### config.mk
export PLATFORM = sky130hd
export DESIGN_NAME = drum_track_sr_flat
export DESIGN_NICKNAME = d
export VERILOG_FILES = /design/src/rtl/drum_track_sr_if.sv /design/src/rtl/drum_track_sr.sv /design/src/flat_wrapper.sv
export SDC_FILE = /design/constraint.sdc
export NUM_CORES = 1
export LEC_CHECK = 0
export ABC_CLOCK_PERIOD_IN_PS = 3200
export BUFFER_PORTS_ARGS = -buffer_cell sky130_fd_sc_hd__buf_2
export CORE_MARGIN = 2
export CORE_UTILIZATION = 49
export DETAILED_ROUTE_END_ITERATION = 8
export MAX_ROUTING_LAYER = met4
export PLACE_DENSITY = 0.76
export RECOVER_POWER = 100
export SLEW_MARGIN = 0
export SYNTH_ARGS = -nofsm -noshare
export SYNTH_HDL_FRONTEND = slang
export SYNTH_SLANG_ARGS = --single-unit
### constraint.sdc
create_clock -name CLK -period 3.2 [get_ports CLK]
set_clock_uncertainty 0.2 [all_clocks]
set_input_delay 0.16 -clock CLK [delete_from_list [all_inputs] [get_ports CLK]]
set_output_delay 0.16 -clock CLK [all_outputs]
set_load 0.05 [all_outputs]
### src/rtl/drum_track_sr_if.sv
// Signal bundle for drum_track_sr: track controls in, serial taps, bit counter and word snapshot out.
// WVALID is a one-cycle strobe with no back-pressure; WORD holds its value until the next capture.
interface drum_track_sr_if #(
  parameter int LEN = 8,
  parameter int CH  = 1
);
  localparam int PW = $clog2(LEN);

  logic              HOLD;
  logic              ERASE;
  logic [CH-1:0]     WE;
  logic [CH-1:0]     A;
  logic [CH-1:0]     B;
  logic [CH-1:0]     Q;
  logic [CH-1:0]     _Q;
  logic [PW-1:0]     BITPOS;
  logic              WMARK;
  logic [CH*LEN-1:0] WORD;
  logic              WVALID;

  modport master (
    output HOLD, ERASE, WE, A, B,
    input  Q, _Q, BITPOS, WMARK, WORD, WVALID
  );

  modport slave (
    input  HOLD, ERASE, WE, A, B,
    output Q, _Q, BITPOS, WMARK, WORD, WVALID
  );
endinterface

### src/rtl/drum_track_sr.sv
// Recirculating serial track store: CH tracks of LEN bits sharing one bit-time counter,
// with gated serial write, erase, clock hold and a word snapshot taken at each word end.
module drum_track_sr #(
  parameter int LEN = 8,
  parameter int CH  = 1
) (
  input  logic           CLK,
  input  logic           CLR,
  drum_track_sr_if.slave bus
);
  localparam int            PW   = $clog2(LEN);
  localparam logic [PW-1:0] LAST = PW'(LEN - 1);

  if (LEN < 2) begin : g_len_check
    $error("drum_track_sr: LEN must be at least 2");
  end

  logic [CH-1:0][LEN-1:0] sr;
  logic [CH-1:0][LEN-1:0] sr_next;
  logic [CH-1:0]          din;
  logic [CH-1:0]          q;
  logic [PW-1:0]          bitpos;
  logic [CH*LEN-1:0]      word;
  logic                   wvalid;
  logic                   at_last;

  assign at_last = (bitpos == LAST);

  // Entering bit per track: erase wins, then gated write, else the tap recirculates.
  always_comb begin
    din     = '0;
    sr_next = sr;
    for (int c = 0; c < CH; c++) begin
      if (bus.ERASE) begin
        din[c] = 1'b0;
      end else if (bus.WE[c]) begin
        din[c] = bus.A[c] & bus.B[c];
      end else begin
        din[c] = sr[c][LEN-1];
      end
      sr_next[c] = {sr[c][LEN-2:0], din[c]};
    end
  end

  always_ff @(posedge CLK or negedge CLR) begin
    if (!CLR) begin
      sr     <= '0;
      bitpos <= '0;
      word   <= '0;
      wvalid <= 1'b0;
    end else if (bus.HOLD) begin
      wvalid <= 1'b0;
    end else begin
      sr     <= sr_next;
      bitpos <= at_last ? '0 : bitpos + PW'(1);
      wvalid <= at_last;
      // Snapshot is post-shift so the bit entered at BITPOS 0 lands in the MSB.
      if (at_last) begin
        word <= sr_next;
      end
    end
  end

  always_comb begin
    q = '0;
    for (int c = 0; c < CH; c++) begin
      q[c] = sr[c][LEN-1];
    end
  end

  assign bus.Q      = q;
  assign bus._Q     = ~q;
  assign bus.BITPOS = bitpos;
  assign bus.WMARK  = at_last;
  assign bus.WORD   = word;
  assign bus.WVALID = wvalid;
endmodule
### src/flat_wrapper.sv
// flat-port wrapper written by rule: the top's interface ports become plain ports
module drum_track_sr_flat 
#(
  parameter int LEN = 8,
  parameter int CH  = 1
)
  (CLK, CLR, bus_HOLD, bus_ERASE, bus_WE, bus_A, bus_B, bus_Q, bus__Q, bus_BITPOS, bus_WMARK, bus_WORD, bus_WVALID);
  drum_track_sr_if #(.LEN(LEN), .CH(CH)) bus_i ();
  input  logic CLK;
  input  logic CLR;
  input wire logic [$bits(bus_i.HOLD)-1:0] bus_HOLD;
  input wire logic [$bits(bus_i.ERASE)-1:0] bus_ERASE;
  input wire logic [$bits(bus_i.WE)-1:0] bus_WE;
  input wire logic [$bits(bus_i.A)-1:0] bus_A;
  input wire logic [$bits(bus_i.B)-1:0] bus_B;
  output wire logic [$bits(bus_i.Q)-1:0] bus_Q;
  output wire logic [$bits(bus_i._Q)-1:0] bus__Q;
  output wire logic [$bits(bus_i.BITPOS)-1:0] bus_BITPOS;
  output wire logic [$bits(bus_i.WMARK)-1:0] bus_WMARK;
  output wire logic [$bits(bus_i.WORD)-1:0] bus_WORD;
  output wire logic [$bits(bus_i.WVALID)-1:0] bus_WVALID;
  assign bus_i.HOLD = bus_HOLD;
  assign bus_i.ERASE = bus_ERASE;
  assign bus_i.WE = bus_WE;
  assign bus_i.A = bus_A;
  assign bus_i.B = bus_B;
  assign bus_Q = bus_i.Q;
  assign bus__Q = bus_i._Q;
  assign bus_BITPOS = bus_i.BITPOS;
  assign bus_WMARK = bus_i.WMARK;
  assign bus_WORD = bus_i.WORD;
  assign bus_WVALID = bus_i.WVALID;
  drum_track_sr #(.LEN(LEN), .CH(CH)) u_core (.CLK(CLK), .CLR(CLR), .bus(bus_i));
endmodule
* Yosys cells after proc, flatten, opt, wreduce, memory -nomap -nowiden *
Index checks and enable logic that the tools add are counted.

word-level totals
  input bits = 7
  flip-flop bits (word level) = 20
  logic and storage cells = 14

operators by class
  add/sub/neg operators = 1
  bitwise operators = 3
  muxes and demuxes = 4
  equal/unequal tests = 1
  reduce and logical (&&, ||, !) cells = 1

operators by type and width
  operator                                      number
  adder 3 x 1 -> 3 bit (second input constant)  1
  equality test 3 bit (second input constant)   1
  2-to-1 mux 1 bit                              3
  2-to-1 mux 3 bit                              1
  inverter 1 bit                                2
  AND reduction 2 bit                           1
  AND 1 bit                                     1

* Depth between registers and ports, before layout *
  depth in word-level cells = 3
  gate-level depth with buffers = 7

* Least setup slack after synthesis *
No wires, ideal clock.

  path type = reg2reg
  start point = register u_core.bitpos[1] (netlist: u_core.bus.BITPOS[1])
  end point = register u_core.bitpos[0] (netlist: u_core.bus.BITPOS[0])
  buffers on the path = 0
  setup slack = 1.100 ns
  arrival time = 1.776 ns
  setup time = 0.125 ns
  cell stages (with the launch flop) = 5
  path through = dfrtp_1 ha_1 ha_1 nor2_1 mux2_2

between the ends
  word-level cells in the longest chain between the ends = 2

ends and longest elaborated chain
  what                    line                 RTL
  from (decl)             drum_track_sr.sv:22  logic [PW-1:0] bitpos;
  from (signal assigned)  drum_track_sr.sv:55  bitpos <= at_last ? '0 : bitpos + PW'(1);
  equality test 3 bit     drum_track_sr.sv:27  assign at_last = (bitpos == LAST);
  named net bus_WMARK     flat_wrapper.sv:19   output wire logic [$bits(bus_i.WMARK)-1:0] bus_WMARK;
  2-to-1 mux 3 bit        drum_track_sr.sv:55

The timed path passes the listed nets, and every way through them passes these cells.
A chain may end at the register's enable or synchronous reset.

* Final worst setup path *
  start point = register u_core.bitpos[0] (netlist: u_core.bus.BITPOS[0])
  end point = register u_core.word[0] (netlist: u_core.bus.WORD[0])

between the ends
  word-level cells in the longest chain between the ends = 2

ends and longest elaborated chain
  what                                  line                 RTL
  equality test 3 bit                   drum_track_sr.sv:27
  AND reduction 2 bit (no source line)  --
  to (signal assigned)                  drum_track_sr.sv:59  word <= sr_next;
  to (decl)                             drum_track_sr.sv:23  logic [CH*LEN-1:0] word;

No other way between the ends.

==> impl_metrics.env <==
export IMPL_hp_class="primary input to flip-flop"
export IMPL_yosysMostFrequentCell="nand2_1"
export IMPL_path_class="flip-flop to flip-flop"
export IMPL_synthTopCellsByCount="nand2_1, dfrtp_1, mux2_2, mux2_1, ha_1"
export IMPL_synth_edff_count=0
export IMPL_cts_buffers_inserted=3
export IMPL_vias=547
export IMPL_die_area_um2=1970
export IMPL_synth_seq_cells=20
export IMPL_path_cells="ha_1, ha_1, nand2b_1, nand2_1, o31ai_1, dlygate4sd3_1"
export IMPL_fmax_mhz=464
export IMPL_track_usage_pct=18.1
export IMPL_finalCritPeriodShare_pct=67.4
export IMPL_max_vdd_ir_drop_v=0.000468
export IMPL_drive_gt1_share_pct=16.3
export IMPL_grt_pass1_vias=552
export IMPL_grt_pass1_wl_um=2430
export IMPL_cp_start_kind="flip-flop"
export IMPL_p_leak_uw=0.000491
export IMPL_htree_num_levels=1
export IMPL_drc=0
export IMPL_rsz0062_at_grt="false"
export IMPL_max_stage_delay_ps=580
export IMPL_synth_cell_types=16
export IMPL_tightest_slew_ps=1030
export IMPL_slowest_stage="dlygate4sd3_1"
export IMPL_grt_ovfl_total=0
export IMPL_cts_tree="built"
export IMPL_yosysSeqAreaShare_pct=62.5
export IMPL_via_per_inst=5.06
export IMPL_synth_ff_type="dfrtp_1"
export IMPL_rows=14
export IMPL_syn_instance_count=65
export IMPL_syn_nets=74
export IMPL_min_from="bus_HOLD"
export IMPL_initial_utilization_pct=52.5
export IMPL_io_pins=22
export IMPL_dp_slack_ps=1710
export IMPL_coreArea_um2=1520
export IMPL_tns_ps=0
export IMPL_firstDrtPassIters=4
export IMPL_die_y_um=44.4
export IMPL_area_delta_synth_final_pct=20.5
export IMPL_finalWirelength_um=1420
export IMPL_clock_latency_ps=300
export IMPL_timing_final_ws_setup_ps=1040
export IMPL_cp_end_kind="flip-flop"
export IMPL_die_x_um=44.4
export IMPL_finalHoldViolCount=0
export IMPL_max_slew_margin_pct=31.4
export IMPL_cts_resized=0
export IMPL_fillCellCount=135
export IMPL_synth_top_area_share_pct=62.5
export IMPL_hold_end="u_core.sr[0]$_DFFE_PN0N_"
export IMPL_drt_iter0_markers=8
export IMPL_synth_async_reset_ratio_pct=100
export IMPL_postCtsSetupBuffers=0
export IMPL_power_density_nw_per_um2=939
export IMPL_yosys_warnings=0
export IMPL_r2r_cells=6
export IMPL_cp_required_ps=3250
export IMPL_gp_congestion=0.772
export IMPL_status="complete, no violations"
export IMPL_clk_pin_slew_ps=120
export IMPL_avgSynthCellArea_um2=12.3
export IMPL_synth_area_leaders="dfrtp_1, nand2_1, mux2_2, mux2_1, ha_1"
export IMPL_path_max_fanout=10
export IMPL_yosys_area_top_type="dfrtp_1"
export IMPL_setup_viol=0
export IMPL_wl_per_cell_um=13.1
export IMPL_nets=102
export IMPL_placement_io_buffers=21
export IMPL_holdPathStages=3
export IMPL_antenna_found_initial=0
export IMPL_arrival_ps=2210
export IMPL_maxCapViolCount=0
export IMPL_crit_top_cell="ha_1"
export IMPL_cts_root_buf="clkbuf_4"
export IMPL_finalMaxSlewViolations=0
export IMPL_ant_nets=0
export IMPL_syn_cell_area_um2=801
export IMPL_r2r_slack_ps=1040
export IMPL_timing_final_crit_period_ps=2160
export IMPL_rr_startpoint="u_core.bus.BITPOS[0]$_DFFE_PN0N_"
export IMPL_post_dp_hpwl_um=952
export IMPL_clkSinkCount=20
export IMPL_diodes=0
export IMPL_p_total_uw=906
export IMPL_grt_max_degree=21
export IMPL_rr_endpoint="u_core.bus.WORD[0]$_DFFE_PN0P_"
export IMPL_cts_buffer_depth=2
[layer usage]
metal  track usage, %  routed length, µm
met5                -                  0
met3             6.12                 85
met1             23.0                651
met4             5.45                 14
met2             27.6                666
[cells in the final DEF (no fill, tap or decap), types with 2 or more instances in the layout]
master         netlist  final
mux2_2               6      6
dfrtp_1             20     20
o31ai_1              1      2
nand2_1             23     23
clkbuf_4             0      3
clkbuf_1             0     17
mux2_1               3      3
buf_2                0      4
ha_1                 2      2
dlygate4sd3_1        0      4
[registers in the layout, summed over array words and instances (netlist names)]
register	cells
u_core.bus.WORD	8
u_core.bus.BITPOS	3
u_core.bus.WVALID	1
u_core.sr	8
[cells by family (layout without fill, tap and decap cells)]
logic type	Yosys count	count (layout)	share of synthesized area, %
simple gates	26	26	13.6
compound gates	4	4	4.53
flops	20	20	62.5
fa+ha+maj	2	2	3.12
buf+inv	4	31	3.59
mux	9	9	12.7
[repair_timing]
action | CTS | global route
hold endpoints to repair | 22 | 0
hold buffers | 4 | 0
endpoints found under the setup margin | 0 | 0
[per-stage QoR]
stage | std cells | hold WS (ps) | utilization [%] | instance area [µm²]
finish | 108 | 21.0 | 63.3 | 965
global route | 108 | 38.0 | 63.3 | 965
CTS | 108 | 15.0 | 65.6 | 1000
detailed placement | 100 | -67.9 | 59.5 | 907
global placement | 100 | -72.4 | 59.5 | 907
floorplan | 65 | -336 | - | 801
[cell type report]
class / instances / area, µm² / share of cell area, %
sequential: 20 / 500 / 51.9
timing repair buffer: 25 / 124 / 12.8
clock inverter: 1 / 30.0 / 3.11
multi-input combinational: 41 / 259 / 26.8
inverter: 2 / 8.76 / 0.908
tap: 16 / 20.0 / 2.08
clock buffer: 3 / 22.5 / 2.33
[power by group]
part / internal [µW] / switching (µW) / total, µW
Clock: 127 / 79.5 / 206
Combinational: 73.4 / 276 / 350
Sequential: 313 / 37.0 / 350
Total: 513 / 393 / 906
[how the worst max path moves through the flow]
| stage | from | end | slack [ps] | cells past startpoint |
|---|---|---|---|---|
| after floorplan | u_core.bus.BITPOS[1]$_DFFE_PN0N_ | u_core.bus.BITPOS[0]$_DFFE_PN0N_ | 1100 | 4 |
| after global placement | u_core.bus.BITPOS[0]$_DFFE_PN0N_ | u_core.bus.WORD[1]$_DFFE_PN0P_ | 1740 | 6 |
| after detailed placement | u_core.bus.BITPOS[0]$_DFFE_PN0N_ | u_core.bus.WORD[3]$_DFFE_PN0P_ | 1710 | 6 |
| after CTS | u_core.bus.BITPOS[0]$_DFFE_PN0N_ | u_core.bus.WORD[0]$_DFFE_PN0P_ | 1220 | 6 |
| after global routing | u_core.bus.BITPOS[0]$_DFFE_PN0N_ | u_core.bus.WORD[0]$_DFFE_PN0P_ | 900 | 6 |
| final | u_core.bus.BITPOS[0]$_DFFE_PN0N_ | u_core.bus.WORD[0]$_DFFE_PN0P_ | 1040 | 6 |
[worst max-delay path, delay by kind of cell, from the launching register on]
family	cells	cell delay [ps]
buf+inv	1	580
fa+ha+maj	2	420
flops	1	420
simple gates	2	410
compound gates	1	80
No activity file was read; power rests on OpenSTA's default activity.
